**src/rtl/ksa32_pkg.sv**
```systemverilog
// ---------------------------------------------------------------------------
// ksa32_pkg
// Shared definitions for the packet accumulator and its Kogge-Stone adder.
//   state_t    : accumulator FSM encoding (IDLE / ACCUM / HOLD)
//   DATA_W     : datapath width of operands and sum
//   KSA_LEVELS : number of prefix levels needed to span DATA_W bits
// ---------------------------------------------------------------------------
package ksa32_pkg;

    localparam int DATA_W     = 32;
    localparam int KSA_LEVELS = $clog2(DATA_W);

    typedef enum logic [1:0] {
        IDLE  = 2'd0,
        ACCUM = 2'd1,
        HOLD  = 2'd2
    } state_t;

endpackage : ksa32_pkg

```
**src/rtl/ksa32_acc_adder.sv**
```systemverilog
// ---------------------------------------------------------------------------
// KSA32_top
// Purely combinational 32-bit Kogge-Stone adder with carry-in of zero.
// Ports:
//   a, b : operands
//   sum  : a + b mod 2^32
//   cout : unsigned carry out of the MSB
//   ovf  : two's-complement overflow (equal operand signs, different sum sign)
// ---------------------------------------------------------------------------
module KSA32_top
    import ksa32_pkg::*;
(
    input  logic [DATA_W-1:0] a,
    input  logic [DATA_W-1:0] b,
    output logic [DATA_W-1:0] sum,
    output logic              cout,
    output logic              ovf
);

    logic [DATA_W-1:0] half_sum;

    assign half_sum = a ^ b;

    // Prefix tree: at each level every bit merges with the bit 2^lvl below.
    // Walking bit positions from the top down lets gen/prop be updated in
    // place, since the lower operand of each merge is still the value from
    // the previous level when it is read. After the last level gen[i] is the
    // carry out of bit i.
    always_comb begin : prefix_tree
        logic [DATA_W-1:0] gen;
        logic [DATA_W-1:0] prop;
        gen  = a & b;
        prop = half_sum;
        for (int lvl = 0; lvl < KSA_LEVELS; lvl++) begin
            for (int i = DATA_W - 1; i >= (1 << lvl); i--) begin
                gen[i]  = gen[i] | (prop[i] & gen[i - (1 << lvl)]);
                prop[i] = prop[i] & prop[i - (1 << lvl)];
            end
        end
        sum  = half_sum ^ {gen[DATA_W-2:0], 1'b0};
        cout = gen[DATA_W-1];
        ovf  = (a[DATA_W-1] == b[DATA_W-1]) && (sum[DATA_W-1] != a[DATA_W-1]);
    end

endmodule : KSA32_top

```
**src/rtl/ksa32_acc.sv**
```systemverilog
// ---------------------------------------------------------------------------
// ksa32_acc
// Packet accumulator: sums a stream of 32-bit operands per packet (IN_LAST
// marks the final beat) and presents the registered result with sticky
// carry/overflow flags and a saturating beat count.
// Ports:
//   CLK, RST_N          : clock, asynchronous active-low reset
//   IN_VALID/IN_READY   : operand handshake
//   IN_DATA, IN_LAST    : operand and end-of-packet marker
//   OUT_VALID/OUT_READY : result handshake (valid only in HOLD)
//   OUT_SUM             : packet sum mod 2^32
//   OUT_COUT, OUT_OVF   : sticky unsigned carry / signed overflow
//   OUT_COUNT           : beats in the packet, saturating at 2^CNT_W-1
// ---------------------------------------------------------------------------
module ksa32_acc
    import ksa32_pkg::*;
#(
    parameter int CNT_W = 16
)
(
    input  logic              CLK,
    input  logic              RST_N,
    input  logic              IN_VALID,
    output logic              IN_READY,
    input  logic [DATA_W-1:0] IN_DATA,
    input  logic              IN_LAST,
    output logic              OUT_VALID,
    input  logic              OUT_READY,
    output logic [DATA_W-1:0] OUT_SUM,
    output logic              OUT_COUT,
    output logic              OUT_OVF,
    output logic [CNT_W-1:0]  OUT_COUNT
);

    localparam logic [CNT_W-1:0] COUNT_ONE = CNT_W'(1);
    localparam logic [CNT_W-1:0] COUNT_MAX = '1;

    state_t            state_q;
    state_t            state_d;
    logic              accept;

    logic [DATA_W-1:0] acc_q;
    logic              cout_q;
    logic              ovf_q;
    logic [CNT_W-1:0]  count_q;

    logic [DATA_W-1:0] add_a;
    logic [DATA_W-1:0] add_sum;
    logic              add_cout;
    logic              add_ovf;

    logic              cout_d;
    logic              ovf_d;
    logic [CNT_W-1:0]  count_d;

    logic [DATA_W-1:0] res_sum_q;
    logic              res_cout_q;
    logic              res_ovf_q;
    logic [CNT_W-1:0]  res_count_q;

    // State register.
    always_ff @(posedge CLK or negedge RST_N) begin
        if (!RST_N) begin
            state_q <= IDLE;
        end else begin
            state_q <= state_d;
        end
    end

    // Next-state and handshake outputs. HOLD never raises IN_READY, so an
    // operand offered during the HOLD-exit cycle waits for IDLE.
    always_comb begin
        state_d   = state_q;
        IN_READY  = 1'b0;
        OUT_VALID = 1'b0;
        case (state_q)
            IDLE: begin
                IN_READY = 1'b1;
                if (IN_VALID) begin
                    state_d = IN_LAST ? HOLD : ACCUM;
                end
            end
            ACCUM: begin
                IN_READY = 1'b1;
                if (IN_VALID && IN_LAST) begin
                    state_d = HOLD;
                end
            end
            HOLD: begin
                OUT_VALID = 1'b1;
                if (OUT_READY) begin
                    state_d = IDLE;
                end
            end
            default: begin
                state_d = IDLE;
            end
        endcase
    end

    assign accept = IN_VALID && IN_READY;

    // The first beat of a packet adds to zero so the accumulator simply loads.
    assign add_a = (state_q == ACCUM) ? acc_q : '0;

    KSA32_top u_adder (
        .a    (add_a),
        .b    (IN_DATA),
        .sum  (add_sum),
        .cout (add_cout),
        .ovf  (add_ovf)
    );

    // Flag and count updates for an accepted beat; the first beat restarts them.
    always_comb begin
        cout_d  = 1'b0;
        ovf_d   = 1'b0;
        count_d = COUNT_ONE;
        if (state_q == ACCUM) begin
            cout_d  = cout_q | add_cout;
            ovf_d   = ovf_q | add_ovf;
            count_d = (count_q == COUNT_MAX) ? count_q : count_q + COUNT_ONE;
        end
    end

    // Running packet state, advanced on every accepted beat.
    always_ff @(posedge CLK or negedge RST_N) begin
        if (!RST_N) begin
            acc_q   <= '0;
            cout_q  <= 1'b0;
            ovf_q   <= 1'b0;
            count_q <= '0;
        end else if (accept) begin
            acc_q   <= add_sum;
            cout_q  <= cout_d;
            ovf_q   <= ovf_d;
            count_q <= count_d;
        end
    end

    // Result registers are captured only on the last beat, so the outputs
    // keep the previous packet's result while a new packet accumulates.
    always_ff @(posedge CLK or negedge RST_N) begin
        if (!RST_N) begin
            res_sum_q   <= '0;
            res_cout_q  <= 1'b0;
            res_ovf_q   <= 1'b0;
            res_count_q <= '0;
        end else if (accept && IN_LAST) begin
            res_sum_q   <= add_sum;
            res_cout_q  <= cout_d;
            res_ovf_q   <= ovf_d;
            res_count_q <= count_d;
        end
    end

    assign OUT_SUM   = res_sum_q;
    assign OUT_COUT  = res_cout_q;
    assign OUT_OVF   = res_ovf_q;
    assign OUT_COUNT = res_count_q;

endmodule : ksa32_acc
```
**config.mk**
```make
export PLATFORM = sky130hd
export DESIGN_NAME = ksa32_acc
export DESIGN_NICKNAME = d
export VERILOG_FILES = /design/src/rtl/ksa32_pkg.sv /design/src/rtl/ksa32_acc_adder.sv /design/src/rtl/ksa32_acc.sv
export SDC_FILE = /design/constraint.sdc
export NUM_CORES = 1
export LEC_CHECK = 0
export CAP_MARGIN = 20
export CORE_UTILIZATION = 26
export DETAILED_ROUTE_END_ITERATION = 10
export MAX_ROUTING_LAYER = met4
export PLACE_DENSITY_LB_ADDON = 0.05
export SETUP_SLACK_MARGIN = 0.5
export SYNTH_ARGS = -nofsm -noshare
export SYNTH_HDL_FRONTEND = slang
export SYNTH_SLANG_ARGS = --single-unit
```
**constraint.sdc**
```tcl
create_clock -name CLK -period 3.65 [get_ports CLK]
set_clock_uncertainty 0.1 [all_clocks]
set_input_delay 0.73 -clock CLK [delete_from_list [all_inputs] [get_ports CLK]]
set_output_delay 0.73 -clock CLK [all_outputs]
set_load 0.01 [all_outputs]
```
**Word-level counts from Yosys, hierarchy flattened**

Index checks and enable logic that the tools add are counted.

- Flip-flop bits (word level): 102
- Input port bits: 37
- Output and inout bits: 52

- Add/subtract/negate cells: 1
- Equality and inequality tests: 8
- Multiplexer cells: 12
- Bitwise gates (word level): 361
- Reductions and logical operators: 7

Operators by type and width:

| operator | count |
|---|---|
| 1-bit AND | 227 |
| 1-bit OR | 131 |
| 32-bit bitwise XOR | 2 |
| 32-bit AND | 1 |
| 16-bit 2-to-1 mux | 2 |
| 32-bit 2-to-1 mux | 1 |
| 16-bit by 1-bit adder with 16-bit output, second input constant | 1 |
| 16-bit equality test, second input constant | 1 |
| 2-bit 2-to-1 mux | 4 |
| 2-bit != test, second input constant | 3 |
| 2-bit one-hot mux with 3 select lines | 1 |
| 1-bit logical AND | 4 |
| 1-bit 2-to-1 mux | 4 |
| 3-bit AND reduction | 1 |
| 2-bit by 1-bit equality test with 1-bit output, second input constant | 1 |
| 2-bit equality test, second input constant | 1 |
| 2-bit zero test | 1 |
| 2-bit OR reduction | 1 |
| 1-bit equality test | 1 |
| 1-bit != test | 1 |

**Longest topological paths before layout**

- Word-level depth: 17
- Mapped depth: 14
- Gate-level depth less buffers: 13

**Modules after synthesis**

A second synthesis with hierarchy kept.

- Cells, all modules: 744
- Area, all modules: 6517.5 um^2

Modules (own cells, without submodules):

| module | instances | cells an instance | area each (um^2) | sequential area each (um^2) |
|---|---|---|---|---|
| ksa32_acc | 1 | 474 | 4683.2 | 2552.4 |
| KSA32_top | 1 | 270 | 1834.3 | 0.0 |

**Least setup slack after synthesis**

Ideal clock, no wire load.

- Path kind: reg-to-reg
- Start point: register state_q[0]
- End point: register res_sum_q[12] (netlist: OUT_SUM[12])
- Library setup time: 0.131 ns
- Arrival time: 2.964 ns
- Setup slack: 0.455 ns
- Cell stages (with the launch flop): 15
- Buffers on the path: 2
- Cells stage by stage: dfrtp_1 clkbuf_1 clkbuf_1 and3_1 ha_1 inv_1 fa_1 nor2b_4 o31a_4 o31ai_4 nand2_2 a21o_1 nor2b_4 o311a_1 or3_1

- Word-level cells in the longest chain between the ends: 11
- Elaborated cells between the ends (all ways): 40
- Those cells by class: eq/ne (1); mux (2); bitwise (33); reduce/logical (4)

Ends and longest elaborated chain:

| what | RTL line | text |
|---|---|---|
| start: declaration | ksa32_acc.sv:38 | `state_t state_q;` |
| start signal: assignment | ksa32_acc.sv:66 | `state_q <= state_d;` |
| 2-bit by 1-bit equality test with 1-bit output | ksa32_acc.sv:76, ksa32_acc.sv:104 |  |
| 32-bit 2-to-1 mux | ksa32_acc.sv:104 | `assign add_a = (state_q == ACCUM) ? acc_q : '0;` |
| 32-bit bitwise XOR or 32-bit AND (tied branches) | ksa32_acc_adder.sv:22, ksa32_acc_adder.sv:32 |  |
| 1-bit AND | ksa32_acc_adder.sv:36 | `gen[i] = gen[i] \| (prop[i] & gen[i - (1 << lvl)]);` |
| 1-bit OR | ksa32_acc_adder.sv:36 |  |
| 1-bit AND | ksa32_acc_adder.sv:36 |  |
| 1-bit OR | ksa32_acc_adder.sv:36 |  |
| 1-bit AND | ksa32_acc_adder.sv:36 |  |
| 1-bit OR (2 in a row) | ksa32_acc_adder.sv:36 |  |
| 32-bit bitwise XOR | ksa32_acc_adder.sv:40 | `sum = half_sum ^ {gen[DATA_W-2:0], 1'b0};` |
| end signal: assignment | ksa32_acc.sv:150 | `res_sum_q <= add_sum;` |
| end: declaration | ksa32_acc.sv:56 | `logic [DATA_W-1:0] res_sum_q;` |

Parallel ways exist; a longest one is shown, timed or not.
A chain may end at the register's enable or synchronous reset.

**Final worst setup path**

- Start point: input IN_DATA[0]
- End point: register res_sum_q[12] (netlist: OUT_SUM[12])

- Word-level cells in the longest chain between the ends: 8

Ends and longest elaborated chain:

| what | RTL line | text |
|---|---|---|
| start: declaration | ksa32_acc.sv:25 | `input logic [DATA_W-1:0] IN_DATA,` |
| 32-bit AND | ksa32_acc_adder.sv:32 | `gen = a & b;` |
| 1-bit AND | ksa32_acc_adder.sv:36 |  |
| 1-bit OR | ksa32_acc_adder.sv:36 |  |
| 1-bit AND | ksa32_acc_adder.sv:36 |  |
| 1-bit OR | ksa32_acc_adder.sv:36 |  |
| 1-bit AND | ksa32_acc_adder.sv:36 |  |
| 1-bit OR | ksa32_acc_adder.sv:36 |  |
| 32-bit bitwise XOR | ksa32_acc_adder.sv:40 |  |

Every way passes these cells.

==> flow_summary_export.csv <==
group,metric,value,unit
placement,gp_routability_congestion,0.867,
global_route,antenna_found_initial,0,
pwr,irDropWorstVdd,0.218,mV
sta,setup_violations,0,
worst_setup_path,worstSetupPathType,"input port to flop",
worst_setup_path,critPathLaunchType,"input port",
synth,synthArstFlopShare,100,%
worst_setup_path,regToRegEndpoint,"OUT_SUM[12]",
worst_setup_path,cp_data_required_time,3.79,ns
synth,synth_area_leaders,"dfrtp_1 42%, nand2_1 8.4%, o21ai_0 7.8%",
worst_setup_path,slowest_stage,"clkdlybuf4s50_1",
floorplan,die_area,24100,um^2
synth,synth_area_per_cell,8.64,um^2
clock_network,clockBufferDepth,2,
clock_network,root_buffer,"clkbuf_16",
synth,synth_edf_count,0,
global_route,grt.overflow.total,0,
final_layout,drive_gt1_share,16.6,%
floorplan,design.portCount,89,
clock_network,cts_tree,"yes",
final_layout,fillers,2395,
worst_setup_path,crit_start,"IN_DATA[0]",
sta,grt_setup_unrepaired,"yes",
flow_run,maxCapViolations,0,
final_layout,final-seq-area,2550,um^2
clock_network,numCtsBuffers,9,
worst_setup_path,cp_slowest_stage_delay,0.47,ns
clock_network,cts_max_level,3,
pwr,p_int,0.00262,W
sta,hold_violations,0,
clock_network,path_clk_slew,0.07,ns
pwr,netSwitchingFraction,34.4,%
global_route,grt_pass1_wl,31000,um
synth,synth-main-ff-cell,"dfrtp_1",
synth,ys_seq_area_share,41.9,%
worst_setup_path,r2r_cells,13,
worst_setup_path,path_max_fanout,4,
sta,drv_slew,0,
pwr,switching_power,0.00138,W
final_layout,synthToLayoutAreaGrowth,38.7,%
final_layout,layout_commonest_cell,"nand2_1",
floorplan,start_util,26.7,%
final_layout,antennaDiodeCount,0,
pwr,clock_power_share,26.3,%
synth,synth.largest_area_cell,"dfrtp_1",
sta,finalCritPeriodShare,86.9,%
floorplan,rows,55,
pwr,combPwrFrac,36.4,%
detailed_routing,drt_first_pass_iters,5,
floorplan,die_width,155,um
sta,timing.final.ws_setup,0.479,ns
floorplan,die_y,155,um
detailed_routing,ant_nets,0,
worst_setup_path,cp_data_arrival_time,3.31,ns
final_layout,multiInputGateArea,3860,um^2
placement,place_ws,-0.0690,ns
floorplan,coreArea,22800,um^2
sta,max_freq,0.315,GHz
final_layout,layout.nets,892,
global_route,first_global_vias,5626,
detailed_routing,via_per_inst,4.84,
pwr,power.density,473,nW/um^2
detailed_routing,wl_per_cell,17.1,um
outcome,status,"finished clean",
sta,max_slew_margin,44.0,%
worst_hold_path,hold_class,"input port to asynchronous set/reset pin",
worst_setup_path,worst_path_most_repeated_cell,"nor2b_4",
detailed_routing,vias,5516,
final_layout,layout_common_cells,"132 x nand2_1, 102 x dfrtp_1, 87 x clkdlybuf4s50_1",
sta,worst_slew_pin_slew,0.833,ns
worst_setup_path,end_kind,"flop",
synth,synth_fp_nets,776,
pwr,leakage,3.71,nW
placement,port-buffer-count,88,
synth,ys_warn_count,0,
placement,dp_hpwl,14100,um
synth,yosysUniqueCellTypes,59,
worst_setup_path,regToRegSetupSlack,0.50,ns
synth,synth_top_area_share,41.9,%
global_route,grt_usage,17.1,%
pwr,p_seq_share,37.3,%
sta,fin_setup_tns,0,ns
worst_setup_path,crit_chain,"clkdlybuf4s50_1 -> ha_4 -> inv_2 -> fa_2 -> nor2b_4 -> o31a_4 -> o31ai_4 -> nand2_2 -> a21o_1 -> nor2b_4 -> o311a_1 -> or3_1",
worst_setup_path,crit_end,"OUT_SUM[12]",
synth,syn_inst,705,
clock_network,cts_sinks,102,
synth,ys_seq_elements,102,
sta,fin_crit,3.17,ns
worst_setup_path,worstReg2RegStart,"state_q[1]",
detailed_routing,drt-total-wl,19500,um
detailed_routing,drt-initial-drc-count,239,
detailed_routing,drc,0,
synth,synth_area,6090,um^2
global_route,grt_max_degree,74,
clock_network,insertion_delay,0.36,ns
==> cells by family after synthesis <==
kind of cell               Yosys count  share of synthesized area (%)
xor gates and xnor gates            40                           5.75
AOI/OAI and AO/OA                  211                           21.1
buffers and inverters               48                           3.02
DFF                                102                           41.9
muxes                                3                          0.513
adders and majority gates           34                           7.10
and+or+nand+nor                    267                           20.6
==> power by group through the flow <==
stage | Sequential [W] | Combinational, W | Clock (W)
after floorplan | 0.00154 | 0.000641 | 0
after global placement | 0.00151 | 0.00126 | 0
after detailed placement | 0.00152 | 0.00127 | 0
after CTS | 0.00150 | 0.00135 | 0.00109
after global routing | 0.00153 | 0.00161 | 0.00113
final | 0.00149 | 0.00146 | 0.00105
==> sequential cells by signal, summed over array words and instances (netlist names) <==
name and count:
state_q 2, acc_q 32, cout_q 1, ovf_q 1, OUT_COUT 1, OUT_SUM 32
OUT_COUNT 16, OUT_OVF 1, count_q 16
==> cell type report <==
class | instances | area share (%)
clock buffers | 11 | 2.87
clock inverters | 5 | 0.770
inverters | 14 | 0.666
multi-input cells | 555 | 45.6
flip-flops and latches | 102 | 30.2
well taps | 313 | 4.63
repair buffers | 139 | 15.3
==> cell usage after synthesis (all sizes together), types with 3 or more instances <==
cell	count
and3	39
o211ai	3
or3	7
nand2	137
o21bai	3
inv	14
nor2	28
buf	5
a31oi	6
clkbuf	29
a21o	16
a21oi	44
a22o	7
o21ai	101
xnor2	23
xor2	17
nand3	19
nor2b	6
and2	4
nor3	4
nand3b	3
nand4	9
o2111ai	3
ha	33
dfrtp	102
nor3b	3
o31ai	9
==> worst min path at each step <==
stage | endpoint | slack [ns] | start | depth (start not counted)
floorplan | OUT_COUNT[0] | 0.33 | RST_N | 0
global placement | acc_q[0] | 0.35 | acc_q[0] | 2
detailed placement | acc_q[25] | 0.36 | acc_q[25] | 2
CTS | OUT_SUM[13] | 0.35 | RST_N | 1
global route | OUT_SUM[10] | 0.38 | RST_N | 1
finish | OUT_SUM[13] | 0.31 | RST_N | 1
==> worst max-delay path: cells and delay by family <==
| kind | cells | cell delay (ns) |
|---|---|---|
| AOI/OAI and AO/OA | 4 | 1.00 |
| adders and majority gates | 2 | 0.42 |
| buffers and inverters | 2 | 0.52 |
| and+or+nand+nor | 4 | 0.64 |
==> what timing repair did <==
action                     4_1_cts  5_1_grt
buffers inserted                 8       10
hold buffers                     0        0
gates cloned                     0        1
pin swaps                       20       18
resized for setup               43       55
setup endpoints to repair       39       40
==> through the flow <==
| stage | total power [W] | hold WS [ns] | instance area (um^2) | utilization [%] | instances |
|---|---|---|---|---|---|
| 5_1_grt | 0.00426 | 0.379 | 8450 | 37.0 | 1139 |
| 3_3_place_gp | 0.00278 | 0.351 | 7490 | 32.8 | 1104 |
| 2_1_floorplan | 0.00218 | 0.334 | 6100 | - | 705 |
| 6_report | 0.00400 | 0.314 | 8450 | 37.0 | 1139 |
| 3_5_place_dp | 0.00279 | 0.363 | 7490 | 32.8 | 1104 |
| 4_1_cts | 0.00394 | 0.345 | 8070 | 35.3 | 1128 |
==> per-layer routing <==
metal / global-route usage, % / vias up / part of all wire [%]
li1: - / 2731 / -
met1: 22.3 / 2672 / 49
met2: 27.9 / 95 / 48
met3: 1.84 / 18 / 2.2
met4: 5.19 / 0 / 1.3
met5: - / - / 0
Note: power is estimated with default switching activity, not from simulation.
